## config.mk

```make
export PLATFORM = sky130hd
export DESIGN_NAME = issue_queue
export DESIGN_NICKNAME = d
export VERILOG_FILES = /design/src/rtl/cpu_pkg.sv /design/src/rtl/iq_slot.sv /design/src/rtl/issue_queue.sv
export SDC_FILE = /design/constraint.sdc
export NUM_CORES = 2
export LEC_CHECK = 0
export ABC_AREA = 1
export CAP_MARGIN = 20
export CORE_ASPECT_RATIO = 1.4
export CORE_UTILIZATION = 60
export DETAILED_ROUTE_END_ITERATION = 6
export HOLD_SLACK_MARGIN = 0.06
export PLACE_DENSITY = 0.79
export RECOVER_POWER = 50
export SYNTH_ARGS = -nofsm -noshare
export SYNTH_HDL_FRONTEND = slang
export SYNTH_HIERARCHICAL = 1
export SYNTH_SLANG_ARGS = --single-unit
```

## constraint.sdc

```tcl
create_clock -name CLK -period 8.55 [get_ports CLK]
set_clock_uncertainty 0.2 [all_clocks]
set_input_delay 0.855 -clock CLK [delete_from_list [all_inputs] [get_ports CLK]]
set_output_delay 0.855 -clock CLK [all_outputs]
set_load 0.01 [all_outputs]
```

## src/rtl/cpu_pkg.sv

```systemverilog
// cpu_pkg: shared widths, rename-entry field layout and source-ready helper
package cpu_pkg;
   localparam int ENTRY_W   = 89;
   localparam int PREG_W    = 6;
   localparam int NPREG     = 1 << PREG_W;
   localparam int INSTR_MSB = 88;
   localparam int INSTR_LSB = 57;
   localparam int PC_MSB    = 56;
   localparam int PC_LSB    = 25;
   localparam int CTL_MSB   = 24;
   localparam int CTL_LSB   = 18;
   localparam int MAPC_MSB  = 17;
   localparam int MAPC_LSB  = 12;
   localparam int MAPB_MSB  = 11;
   localparam int MAPB_LSB  = 6;
   localparam int MAPA_MSB  = 5;
   localparam int MAPA_LSB  = 0;
   localparam int CTL_REGWR = 5;
   localparam int CTL_LD    = 4;
   localparam int CTL_ST    = 3;

   typedef struct packed {
      logic [31:0]       instr;
      logic [31:0]       pc;
      logic [6:0]        control;
      logic [PREG_W-1:0] mapc;
      logic [PREG_W-1:0] mapb;
      logic [PREG_W-1:0] mapa;
   } iq_entry_t;

   // A source is ready if its producer is done or completes this very cycle
   function automatic logic src_rdy(input logic [NPREG-1:0] bv, input logic [PREG_W-1:0] tag,
                                    input logic wake, input logic [PREG_W-1:0] wake_tag);
      return !bv[tag] || (wake && wake_tag == tag);
   endfunction
endpackage

```

## src/rtl/iq_slot.sv

```systemverilog
// iq_slot: one issue-queue slot; keeps itself, takes its younger neighbour on a
// collapse, or accepts a new entry, applying the EXE tag wakeup on every path
module iq_slot
   import cpu_pkg::*;
(
   input  logic              CLK,
   input  logic              RESET,
   input  logic              hold,
   input  logic              clear,
   input  logic              wake,
   input  logic [PREG_W-1:0] wake_tag,
   input  logic              shift,
   input  logic              up_valid,
   input  logic              up_rdya,
   input  logic              up_rdyb,
   input  iq_entry_t         up_entry,
   input  logic              load_new,
   input  logic              new_rdya,
   input  logic              new_rdyb,
   input  iq_entry_t         new_entry,
   output logic              valid,
   output logic              rdya,
   output logic              rdyb,
   output iq_entry_t         entry
);
   logic own_a, own_b, up_a, up_b;

   assign own_a = rdya | (valid & wake & (entry.mapa == wake_tag));
   assign own_b = rdyb | (valid & wake & (entry.mapb == wake_tag));
   assign up_a  = up_rdya | (up_valid & wake & (up_entry.mapa == wake_tag));
   assign up_b  = up_rdyb | (up_valid & wake & (up_entry.mapb == wake_tag));

   always_ff @(posedge CLK or negedge RESET)
      if (!RESET) begin
         valid <= 1'b0;
         rdya  <= 1'b0;
         rdyb  <= 1'b0;
         entry <= '0;
      end else if (clear) begin
         valid <= 1'b0;
         rdya  <= 1'b0;
         rdyb  <= 1'b0;
      end else if (!hold) begin
         valid <= load_new | (shift ? up_valid : valid);
         rdya  <= load_new ? new_rdya : shift ? up_a : own_a;
         rdyb  <= load_new ? new_rdyb : shift ? up_b : own_b;
         entry <= load_new ? new_entry : shift ? up_entry : entry;
      end
endmodule

```

## src/rtl/issue_queue.sv

```systemverilog
// issue_queue: collapsing out-of-order issue buffer between rename and execute;
// slot 0 is oldest and the oldest fully-ready entry issues each cycle
module issue_queue
   import cpu_pkg::*;
#(
   parameter  int DEPTH = 16,
   localparam int IDX_W = $clog2(DEPTH),
   localparam int CNT_W = IDX_W + 1
) (
   input  logic               CLK,
   input  logic               RESET,
   input  logic               STALL,
   input  logic               FLUSH,
   input  logic               entry_allocate_issue,
   input  logic [ENTRY_W-1:0] entry_issue,
   input  logic [NPREG-1:0]   busy,
   input  logic               exe_busyclear_flag,
   input  logic [PREG_W-1:0]  exe_busyclear_reg,
   input  logic               exe_stall,
   output logic               issue_valid,
   output logic [ENTRY_W-1:0] issue_entry,
   output logic               issue_halt,
   output logic [CNT_W-1:0]   iq_count
);
   logic [DEPTH:0]   slot_v, slot_ra, slot_rb;
   iq_entry_t        slot_e [DEPTH+1];
   logic [DEPTH-1:0] cand;
   logic [IDX_W-1:0] sel;
   logic             has_cand, iss, enq_req, enq, new_ra, new_rb;
   logic [CNT_W-1:0] pos;
   iq_entry_t        new_e;

   // Index DEPTH is a permanently empty slot feeding the top of the collapse
   assign slot_v[DEPTH]  = 1'b0;
   assign slot_ra[DEPTH] = 1'b0;
   assign slot_rb[DEPTH] = 1'b0;
   assign slot_e[DEPTH]  = '0;

   assign new_e  = iq_entry_t'(entry_issue);
   assign new_ra = src_rdy(busy, new_e.mapa, exe_busyclear_flag, exe_busyclear_reg);
   assign new_rb = src_rdy(busy, new_e.mapb, exe_busyclear_flag, exe_busyclear_reg);

   assign cand = slot_v[DEPTH-1:0] & slot_ra[DEPTH-1:0] & slot_rb[DEPTH-1:0];

   always_comb begin
      has_cand = 1'b0;
      sel      = '0;
      for (int k = DEPTH - 1; k >= 0; k--)
         if (cand[k]) begin
            has_cand = 1'b1;
            sel      = IDX_W'(k);
         end
   end

   assign iss        = has_cand & ~exe_stall & ~STALL & ~FLUSH;
   assign pos        = iq_count - CNT_W'(iss);
   assign enq_req    = entry_allocate_issue & ~STALL & ~FLUSH;
   assign enq        = enq_req & (pos != CNT_W'(DEPTH));
   assign issue_halt = iq_count >= CNT_W'(DEPTH - 1);

   for (genvar i = 0; i < DEPTH; i++) begin : g_slot
      iq_slot u_slot (
         .CLK       (CLK),
         .RESET     (RESET),
         .hold      (STALL),
         .clear     (FLUSH),
         .wake      (exe_busyclear_flag),
         .wake_tag  (exe_busyclear_reg),
         .shift     (iss & (IDX_W'(i) >= sel)),
         .up_valid  (slot_v[i+1]),
         .up_rdya   (slot_ra[i+1]),
         .up_rdyb   (slot_rb[i+1]),
         .up_entry  (slot_e[i+1]),
         .load_new  (enq & (pos == CNT_W'(i))),
         .new_rdya  (new_ra),
         .new_rdyb  (new_rb),
         .new_entry (new_e),
         .valid     (slot_v[i]),
         .rdya      (slot_ra[i]),
         .rdyb      (slot_rb[i]),
         .entry     (slot_e[i])
      );
   end

   always_ff @(posedge CLK or negedge RESET)
      if (!RESET) begin
         iq_count    <= '0;
         issue_valid <= 1'b0;
         issue_entry <= '0;
      end else if (FLUSH) begin
         iq_count    <= '0;
         issue_valid <= 1'b0;
      end else if (!STALL) begin
         iq_count <= pos + CNT_W'(enq);
         if (!exe_stall) begin
            issue_valid <= has_cand;
            if (has_cand) issue_entry <= slot_e[sel];
         end
      end

   // Rename must honour issue_halt; an enqueue into a full queue is lost
   assert property (@(posedge CLK) disable iff (!RESET) enq_req |-> (pos != CNT_W'(DEPTH)));
endmodule

```

==> summary.txt <==
Timing
  – Max Clock Freq: 145.2 MHz
  – Worst-Margin Slew: 4490 ps
  – Pins Over Slew Limit: 576
  – Setup_tns: 0 ps
  – Worst hold slack: 300.9 ps
  – Final Hold Viols: 0
  – RSZ-0062 raised after global routing: no
  – Final Setup Violations: 0
  – Final worst path period need: 6885 ps
  – Fin crit share: 0.8053
  – Worst slew margin: -1.993
  – Worst setup margin: 1665 ps

Synth
  – Adder-Cell Fraction of Synth Area: 0.0005134
  – Mean area per synthesized cell: 6.569 sq um
  – Fraction of registers with async set or reset after synthesis: 1.000
  – Top cell type's share of synthesized area: 0.4022
  – Ranking of synthesized cells by area: dfrtp_1 (40%), nand2_1 (21%), a31oi_1 (8.6%)
  – Yosys warns: 6
  – Mux contribution to synthesized area: 0
  – Post-Synth XOR/XNOR Area: 0.01491
  – Register area share after synthesis: 0.4022
  – Synthesized area: 0.09748 sq mm
  – Post-synthesis cell type count: 35
  – Post-Synth Simple-Gate Area: 0.3673
  – Largest area contributor in the netlist: dfrtp_1
  – EDFF count, synth: 0
  – Compound-Gate Fraction of Synth Area: 0.1183
  – Post-synth top flop: dfrtp_1
  – Largest family of logic cells by synthesized area: simple AND/OR/NAND/NOR gates
  – Synth Instances: 14840
  – Flops & latches, synth: 1567

Clock tree
  – Inserted Clock Buffers: 164
  – Clk slew on worst S/H paths: 60 ps
  – Hold buffers post-CTS: 1
  – CTS sink count: 1567
  – H-tree depth: 4
  – PostCTS Resize Cnt: 0
  – CTS Root Cell: clkbuf_16
  – Worst-skew pair later-pin latency: 840 ps
  – Post-CTS Setup Bufs: 0
  – Max clock buf depth: 3
  – CTS tree: done

Die
  – Die height: 478.9 um
  – Die W: 342.7 um
  – Total die area: 0.1641 sq mm
  – Placeable Area: 0.1609 sq mm
  – I/O pin count: 262
  – Initial Util: 0.6059
  – Site Rows: 174

Finish
  – Area grow syn2layout: 8.689%
  – Finished Layout Cells: 16779
  – Nets: 14693
  – Ratio of cells with drive above 1 in the final layout: 0.03405
  – Most frequent cells in the layout: nand2_1 (5376), nor2_1 (2158), dfrtp_1 (1567), a31oi_1 (1345), nand3_1 (1319)
  – Final Instance Area: 0.1060 sq mm
  – Most common cell after layout, fill and taps aside: nand2_1

Place
  – Dpl cell area: 0.1004 sq mm
  – Final HPWL DP: 218300 um
  – Gpl congestion: 1.025
  – Pre-CTS setup slack: 1991 ps
  – Placed cells: 16465
  – Port Buffers: 261

Routing
  – Residual DRC: 47
  – Vias/cell: 6.207
  – Final WL: 380800 um
  – Vias: 104148
  – Final ANT Viol Nets: 0
  – Drt first pass iters: 7
  – Iter 0 DRT Violations: 14052
  – WL/cell: 22.70 um

Critical path
  – WP data required: 9130 ps
  – Critical Path AT: 7460 ps
  – CP Class: input port to asynchronous set/reset pin
  – Crit end category: asynchronous set/reset pin
  – CP startpoint kind: input port
  – Worst-path fanout max: 162

Global route
  – Tot GR Track Use: 0.4600
  – Initial antenna violation count: 29
  – Gr ovfl total: 0
  – Pin count of the biggest net entering global routing: 186
  – Vias in the first global route: 100273
  – Global-route wire length before repair: 579700 um

Pwr
  – LEAKAGE: 48.34 nW
  – Reg power frac: 0.465
  – Power Dens Cells: 161.1 mW/mm^2
  – Switching share of total power: 0.2646
  – Internal power: 12.55 mW
  – Max IR drop VDD: 0.0002132 V
  – P_sw: 4.518 mW
  – Logic pwr share: 0.094
  – Clock network fraction of design power: 0.440

Worst hold path
  – Min-delay worst type: flop to flop

Status
  – Run status: finished, violations left
  – Failing checks: DRC, capacitance limit, slew limit

Run
  – Max_cap viols: 5
==> area by class of cell <==
cell class / instances / area (sq um)
Antenna cell: 14 / 35.03
Clock buffer: 244 / 4863
Clock inverter: 52 / 626.9
Fill cell: 14303 / 54930
Inverter: 1234 / 4690
Multi-Input combinational cell: 11118 / 49430
Sequential cell: 1567 / 39210
Tap cell: 2112 / 2643
Timing Repair Buffer: 438 / 4456
==> critical path, cell delays in order <==
cell	delay (ps)
dlygate4sd3_1	530
clkbuf_2	2930
clkbuf_1	1700
clkbuf_2	1070
==> state kept, by name, indices dropped and copies added (netlist names) <==
register and flops:
g_slot.u_slot/entry 1424, g_slot.u_slot/rdyb 16, iq_count 5, issue_valid 1, issue_entry 89, g_slot.u_slot/rdya 16, g_slot.u_slot/valid 16
==> cell families (layout without fill, tap and decap cells) <==
kind of cell / after synthesis / in the layout
compound gates: 1857 / 1857
xor+xnor: 166 / 166
fa+ha+maj: 4 / 4
buf+inv: 2260 / 1968
flops: 1567 / 1567
other cells: 1 / 120
simple gates: 8985 / 8985
==> metal layers <==
metal	track usage	up-vias	wire, um
met5	0	-	183
met4	0.3346	30	29640
met3	0.1153	1905	45570
met2	0.7198	7171	171600
met1	0.5494	48340	133800
li1	-	46702	-
==> worst paths after layout <==
check | from | end | slack (ps) | cells past startpoint
setup / recovery | RESET | g_slot[15].u_slot/entry[14] | 1660 | 4
hold / removal | issue_entry[48] | issue_entry[48] | 300 | 2
setup reg to reg | g_slot[1].u_slot/valid | g_slot[7].u_slot/entry[60] | 1870 | 22
hold reg to reg | issue_entry[48] | issue_entry[48] | 300 | 2
max in group CLK | g_slot[1].u_slot/valid | g_slot[7].u_slot/entry[60] | 1870 | 22
min in group asynchronous | RESET | g_slot[12].u_slot/entry[60] | 1840 | 2
==> synthesized netlist by cell type, drive strengths merged, types with 2 or more instances <==
library cell / n
a21oi: 168
a31oi: 1345
buf: 627
clkbuf: 399
dfrtp: 1567
ha: 4
inv: 1233
nand2: 5379
nand3: 1320
nand3b: 105
nand4: 2
nor2: 2171
nor3: 2
nor4: 6
o2111ai: 4
o211ai: 96
o21ai: 206
o221ai: 24
o22ai: 8
o41ai: 3
xnor2: 129
xor2: 37
==> power by group through the flow <==
| stage | logic [mW] | registers [mW] | clock network, mW |
|---|---|---|---|
| after floorplan | 0.906 | 8.02 | 0 |
| after global placement | 1.54 | 8.05 | 0 |
| after detailed placement | 1.58 | 8.07 | 0 |
| after CTS | 1.60 | 7.93 | 7.54 |
| after global routing | 1.82 | 7.97 | 7.83 |
| final | 1.61 | 7.95 | 7.52 |
==> per-stage QoR <==
step / util / total power [mW]
floorplan: - / 8.922
global placement: 0.6239 / 9.590
detailed placement: 0.6240 / 9.654
CTS: 0.6582 / 17.07
global route: 0.6584 / 17.62
finish: 0.6586 / 17.07
(Power assumes the default switching activity.)
